`src/rtl/ascon_round_sequencer.sv`:
```
// Round sequencer for one ASCON permutation (p^a or p^b) driving an external 4-bit round counter.
// Optional macro ASCON_SEQ_CHECK_EN adds a shadow counter and a sticky err_o on counter mismatch.
module ascon_round_sequencer #(
  parameter int NR_A  = 12,
  parameter int NR_B  = 6,
  parameter int CPT_W = 4
) (
  input  logic             clock_i,
  input  logic             reset_i,
  input  logic             start_i,
  input  logic             mode_i,
  input  logic [CPT_W-1:0] cpt_i,
  output logic             en_cpt_o,
  output logic             init_cpt_o,
  output logic             ready_o,
  output logic             round_en_o,
  output logic             first_round_o,
  output logic [CPT_W-1:0] round_idx_o,
  output logic             done_o,
  output logic             err_o
);

  typedef enum logic [1:0] {IDLE, INIT, RUN, DONE} state_t;

  localparam logic [CPT_W-1:0] LAST_A = CPT_W'(NR_A - 1);
  localparam logic [CPT_W-1:0] LAST_B = CPT_W'(NR_B - 1);
  localparam logic [CPT_W-1:0] OFS_B  = CPT_W'(NR_A - NR_B);

  state_t           state;
  logic             mode;
  logic             last_round;
  logic [CPT_W-1:0] ofs;

  assign last_round = (cpt_i == (mode ? LAST_B : LAST_A));
  assign ofs        = mode ? OFS_B : '0;

  // Control outputs are registered together with the state they decode.
  always_ff @(posedge clock_i or posedge reset_i) begin
    if (reset_i) begin
      state      <= IDLE;
      mode       <= 1'b0;
      ready_o    <= 1'b1;
      en_cpt_o   <= 1'b0;
      init_cpt_o <= 1'b0;
      round_en_o <= 1'b0;
      done_o     <= 1'b0;
    end else begin
      case (state)
        IDLE: begin
          if (start_i) begin
            state      <= INIT;
            mode       <= mode_i;
            ready_o    <= 1'b0;
            en_cpt_o   <= 1'b1;
            init_cpt_o <= 1'b1;
          end
        end
        INIT: begin
          state      <= RUN;
          init_cpt_o <= 1'b0;
          round_en_o <= 1'b1;
        end
        RUN: begin
          if (last_round) begin
            state      <= DONE;
            en_cpt_o   <= 1'b0;
            round_en_o <= 1'b0;
            done_o     <= 1'b1;
          end
        end
        DONE: begin
          state   <= IDLE;
          done_o  <= 1'b0;
          ready_o <= 1'b1;
        end
        default: begin
          state      <= IDLE;
          ready_o    <= 1'b1;
          en_cpt_o   <= 1'b0;
          init_cpt_o <= 1'b0;
          round_en_o <= 1'b0;
          done_o     <= 1'b0;
        end
      endcase
    end
  end

  // round_en_o is high exactly in RUN, so it gates the counter-derived outputs.
  assign round_idx_o   = round_en_o ? (cpt_i + ofs) : '0;
  assign first_round_o = round_en_o && (cpt_i == '0);

`ifdef ASCON_SEQ_CHECK_EN
  logic [CPT_W-1:0] shadow;
  logic             err;

  always_ff @(posedge clock_i) begin
    if (init_cpt_o) begin
      shadow <= '0;
    end else if (round_en_o) begin
      shadow <= shadow + CPT_W'(1);
    end
  end

  // Sticky until reset; the sequence itself is not disturbed by a mismatch.
  always_ff @(posedge clock_i or posedge reset_i) begin
    if (reset_i) begin
      err <= 1'b0;
    end else if (round_en_o && (cpt_i != shadow)) begin
      err <= 1'b1;
    end
  end

  assign err_o = err;
`else
  assign err_o = 1'b0;
`endif

endmodule
```
`config.mk`:
```
export PLATFORM = sky130hd
export DESIGN_NAME = ascon_round_sequencer
export DESIGN_NICKNAME = d
export VERILOG_FILES = /design/src/rtl/ascon_round_sequencer.sv
export SDC_FILE = /design/constraint.sdc
export NUM_CORES = 1
export LEC_CHECK = 0
export ABC_CLOCK_PERIOD_IN_PS = 1700
export CORE_AREA = 2 2 39 41
export CTS_CLUSTER_DIAMETER = 60
export DETAILED_ROUTE_END_ITERATION = 12
export DIE_AREA = 0 0 41 43
export PLACE_DENSITY_LB_ADDON = 0.1
export SETUP_SLACK_MARGIN = 0.05
export SYNTH_ARGS = -nofsm -noshare
export SYNTH_HDL_FRONTEND = slang
export SYNTH_SLANG_ARGS = --single-unit
```
`constraint.sdc`:
```
create_clock -name clock_i -period 1.7 [get_ports clock_i]
set_input_delay 0.34 -clock clock_i [delete_from_list [all_inputs] [get_ports clock_i]]
set_output_delay 0.34 -clock clock_i [all_outputs]
set_load 0.02 [all_outputs]
```
Word-level counts from Yosys, hierarchy flattened
Index checks and enable logic that the tools add are counted.
- bits in registers: 8
- input bits: 8
- output and inout port bits: 11
- word-level logic and storage cells: 44
- add/sub/neg operators: 1
- equal/unequal tests: 6
- muxes and demuxes: 15
- reductions and logical operators: 15
- operators by type and width (operator ; number):
    2-bit AND reduction ; 6
    1-bit case mux with 2 select lines ; 5
    2-bit nonzero test ; 5
    4-bit 2-to-1 mux ; 2
    2-bit case mux with 4 select lines ; 1
    4-bit by 3-bit adder with 4-bit output ; 1
    2-bit equality test, second input constant ; 2
    4-bit equality test ; 1
    4-bit zero test ; 1
    1-bit 2-to-1 mux ; 4
    2-bit 2-to-1 mux ; 2
    2-bit != test, second input constant ; 2
    3-bit 2-to-1 mux ; 1
    3-bit AND reduction ; 1
    2-bit by 1-bit equality test with 1-bit output, second input constant ; 1
    2-bit zero test ; 1
    1-bit logical AND ; 1

Logic depth before layout (Yosys ltp)
- depth after elaboration: 4
- depth in mapped cells: 6
- mapped depth without buffers: 6

Worst setup path after synthesis
No wires, ideal clock.
- path type: flip-flop to output port
- from: register mode
- to: output port round_idx_o[2]
- arrival time: 1.363 ns
- data required time: 1.360 ns
- path slack: -0.003 ns
- stages on the path, launching flop included: 5
- cells stage by stage: dfrtp_1 > ha_1 > inv_1 > fa_1 > nor2b_1
- cells in the longest elaborated chain, start to end: 3
- ends and longest elaborated chain (what ; line ; RTL):
    start, declared ; 30 ; logic mode;
    start signal, assigned ; 52 ; mode <= mode_i;
    3-bit 2-to-1 mux ; 35 ; assign ofs = mode ? OFS_B : '0;
    4-bit by 3-bit adder with 4-bit output ; 89 ; assign round_idx_o = round_en_o ? (cpt_i + ofs) : '0;
    4-bit 2-to-1 mux ; 89 ;
    end, declared ; 18 ; output logic [CPT_W-1:0] round_idx_o,
No other way between the ends.

Worst setup path in the final report
- from: register mode
- to: output port round_idx_o[3]
The elaborated chain is that of the path after synthesis.

==> impl_table.tex <==
\begin{tabular}{lr}
\hline
Metric & Value \\
\hline
\multicolumn{2}{l}{\textbf{Run status}} \\
Result of the run & finished with violations \\
Failing checks & setup timing \\
\multicolumn{2}{l}{\textbf{Place}} \\
Buffers on Ports & 17 \\
GPL Wtd Cong & roughly 0.7 \\
Worst setup slack before clock tree synthesis & -0.9103 ns \\
Placed wire-length estimate & 842.4 um \\
\multicolumn{2}{l}{\textbf{Logic synthesis}} \\
Area share of and/or/nand/nor cells after synthesis & around 20\% \\
Post-synthesis cell area & 536.8 um2 \\
Sequential area share after synthesis & between 30 and 40\% \\
Fraction of the mapped netlist area in compound gates & 9.557\% \\
Dominant cell by count in the synthesized netlist & nand2\_1 \\
Largest cells by area after synthesis & dfrtp\_1 33\%, ha\_1 14\%, nand2\_1 5.6\% \\
Share of synthesized area spent on multiplexers & just under 5\% \\
Warning count from the yosys run & 0 \\
Most area-hungry cell type in the Yosys netlist & dfrtp\_1 \\
Ys flop type & dfrtp\_1 \\
Synthesized-area fraction occupied by xor and xnor cells & between 3 and 4\% \\
EDFF count, synth & 0 \\
Register bit count reported by yosys & 8 \\
Most frequent cells after synthesis & 8 x nand2\_1, 7 x dfrtp\_1, 7 x inv\_1, 6 x ha\_1, 5 x nor2\_1 \\
Share of synthesized cell area in full adder, half adder and majority cells & between 10\% and 20\% \\
Post-Syn Nets & 72 \\
Area share of the leading cell type in the synthesized netlist & 32.63\% \\
Share of flip-flops with an asynchronous set or reset & 100.0\% \\
Unique cell type count in the Yosys netlist & 22 \\
Synthesized instance count & 57 \\
Mean Syn Cell Area & 9.417 um2 \\
Largest family of logic cells by synthesized area & simple AND/OR/NAND/NOR gates \\
\multicolumn{2}{l}{\textbf{GRT}} \\
Global-route wire length before repair & 1.649 mm \\
Fraction of met2 tracks used by global routing & 21.88\% \\
Global route hottest layer & met2 \\
Total global-route track usage & 14.65\% \\
Sum of overflow across all layers after global routing & 0 \\
Largest net degree at the start of global routing & 9 \\
Vias in the first global route & 404 \\
Initial antenna violation count & 0 \\
Met1 Track Usage GR & 16.78\% \\
Met3 GRT Util & 1.571\% \\
\multicolumn{2}{l}{\textbf{Worst setup path}} \\
Sort of element at the end of the critical path & output port \\
Critical path destination & round\_idx\_o[3] \\
Element type at the critical path start & register \\
Register-to-register setup slack & around 0.12 ns \\
CP arrival & 1.61 ns \\
Worst setup startpoint & mode \\
FF-to-FF path depth & 6 \\
Required time at the endpoint of the critical path & around 1.4 ns \\
Worst setup path class & reg -> out \\
CP max FO & 4 \\
Reg2reg end & state[1] \\
FF-to-FF Start & mode \\
\multicolumn{2}{l}{\textbf{Clocking}} \\
Total of hold buffers inserted after clock tree synthesis & 0 \\
Worst-Skew Late Latency & 0.27 ns \\
Clock Pin Slew Worst Setup and Hold Paths & 0.06 ns \\
\# H-tree levels & 1 \\
Library cell used as clock root buffer & clkbuf\_4 \\
Longest Clk Path Bufs & 2 \\
CTS tree & built \\
Number of clock sinks & 8 \\
Number of CTS-inserted buffers & 3 \\
\multicolumn{2}{l}{\textbf{Floorplanning}} \\
Area of the die & 0.001763 mm2 \\
Placement Rows & 14 \\
CORE AREA & 0.001384 mm2 \\
Die X-Extent & between 40 and 50 um \\
Effective utilization at floorplan & 38.79\% \\
Vertical die dimension & around 43 um \\
Top-level port count & 19 \\
\multicolumn{2}{l}{\textbf{Timing}} \\
Share of the cycle needed by the critical path after routing & 114.6\% \\
Final setup skew & 0.009492 ns \\
Post-route worst setup slack & -0.2483 ns \\
Clock period minus final worst setup slack & about 1.9 ns \\
Setup repair after global routing missed its margin & yes \\
Final hold violation count & 0 \\
Top achievable clock speed & 513.3 MHz \\
Final setup violation count & 2 \\
Number of pins with negative max-slew slack in the final report & 0 \\
TNS Setup & -0.4611 ns \\
\multicolumn{2}{l}{\textbf{Detailed routing}} \\
Antenna-violating nets left & 0 \\
Final wirelength & 1.067 mm \\
Vias per inst & 4.747 \\
Total via count after detailed routing & 470 \\
Initial DRC count & 11 \\
Residual DRC & 0 \\
Iteration count of the initial detailed-routing pass & 4 \\
Detailed-route wire length per cell & approximately 11 um \\
\multicolumn{2}{l}{\textbf{Final layout}} \\
Area of the multi-input gates & 314.1 um2 \\
Filler cell count in the final layout & 126 \\
Final net count & 99 \\
Share of final-layout standard cells stronger than drive strength 1 & 30.12\% \\
Sequential Area & 201.4 um2 \\
P\&R area growth vs syn & 47.32\% \\
Final antenna diode count & 0 \\
Final Core Density & 57.14\% \\
\multicolumn{2}{l}{\textbf{Pwr}} \\
Power per standard cell area & approximately 1800 mW/mm2 \\
Power consumption & $\sim$1.4 mW \\
Leakage & 0.3805 nW \\
Maximum ir drop on the vdd rail & 0.7999 mV \\
\multicolumn{2}{l}{\textbf{Hold path}} \\
Worst hold path class & in -> async \\
\multicolumn{2}{l}{\textbf{Job}} \\
Max-capacitance violation count & 0 \\
\hline
\end{tabular}
[worst max-delay path: stages (launching register included)]
cell and delay (ns):
dfrtp_1 0.39, ha_2 0.19, inv_2 0.04, fa_2 0.32, xnor2_1 0.12, and2_1 0.16
buf_6 0.13
[power breakdown]
part	internal (mW)	switching (mW)
clock	0.0902	0.0719
combinational	0.468	0.446
sequential	0.285	0.0705
total	0.843	0.589
[registers in the layout, indices dropped and copies added (netlist names)]
name / cells
ready_o: 1
init_cpt_o: 1
round_en_o: 1
state: 2
mode: 1
done_o: 1
en_cpt_o: 1
[how the worst min path moves through the flow]
stage | slack, ns | to | depth (start not counted)
floorplan | 0.15 | done_o | 1
global placement | 0.47 | init_cpt_o | 2
detailed placement | 0.48 | init_cpt_o | 2
CTS | 0.34 | round_en_o | 2
global route | 0.37 | round_en_o | 2
finish | 0.33 | state[1] | 2
[stage by stage]
stage	instance area (um2)	hold slack (ns)	std cells
final	790.8	0.3265	99
after global routing	790.8	0.3674	99
after CTS	777.0	0.3365	99
after detailed placement	759.5	0.4775	94
after global placement	759.5	0.4687	94
after floorplan	539.3	0.1549	57
[layout by cell type (no fill, tap or decap), types with 2 or more instances in the layout]
cell and instances:
buf_6 2, dfrtp_1 7, o21ai_0 2, dlygate4sd2_1 4
nand2_1 8, inv_1 5, clkbuf_4 3, a21oi_1 3
xnor2_1 2, clkdlybuf4s50_1 8, buf_4 8, ha_1 5
and2_1 3, o2bb2ai_1 2, nor2_1 5, inv_2 2
[cells by family (layout without fill, tap and decap cells)]
kind of cell,count (synthesis),count (layout)
xor+xnor,2,2
flops,8,8
mux,2,2
other cells,1,1
buf+inv,8,34
simple gates,21,21
fa+ha+maj,7,7
compound gates,8,8
[metal layers]
| metal | share of wire, % | wire length (um) |
|---|---|---|
| met5 | 0 | 0 |
| met4 | 4.2 | 45 |
| met3 | 6.7 | 72 |
| met2 | 46 | 489 |
| met1 | 43 | 459 |
[layout make-up]
class,instances,area share (%)
sequential,8,25.47
inverter,7,3.323
timing repair buffer,23,25.63
clock buffer,4,3.323
tap,16,2.532
multi-input combinational,41,39.72
[repair_timing]
item                                   in CTS  in global routing
resized for setup                          28                  8
endpoints found under the hold margin       0                  0
pin swaps                                   0                  1
buffers inserted                            1                  0
setup endpoints to repair                   8                  6
Note: power is estimated with default switching activity, not from simulation.
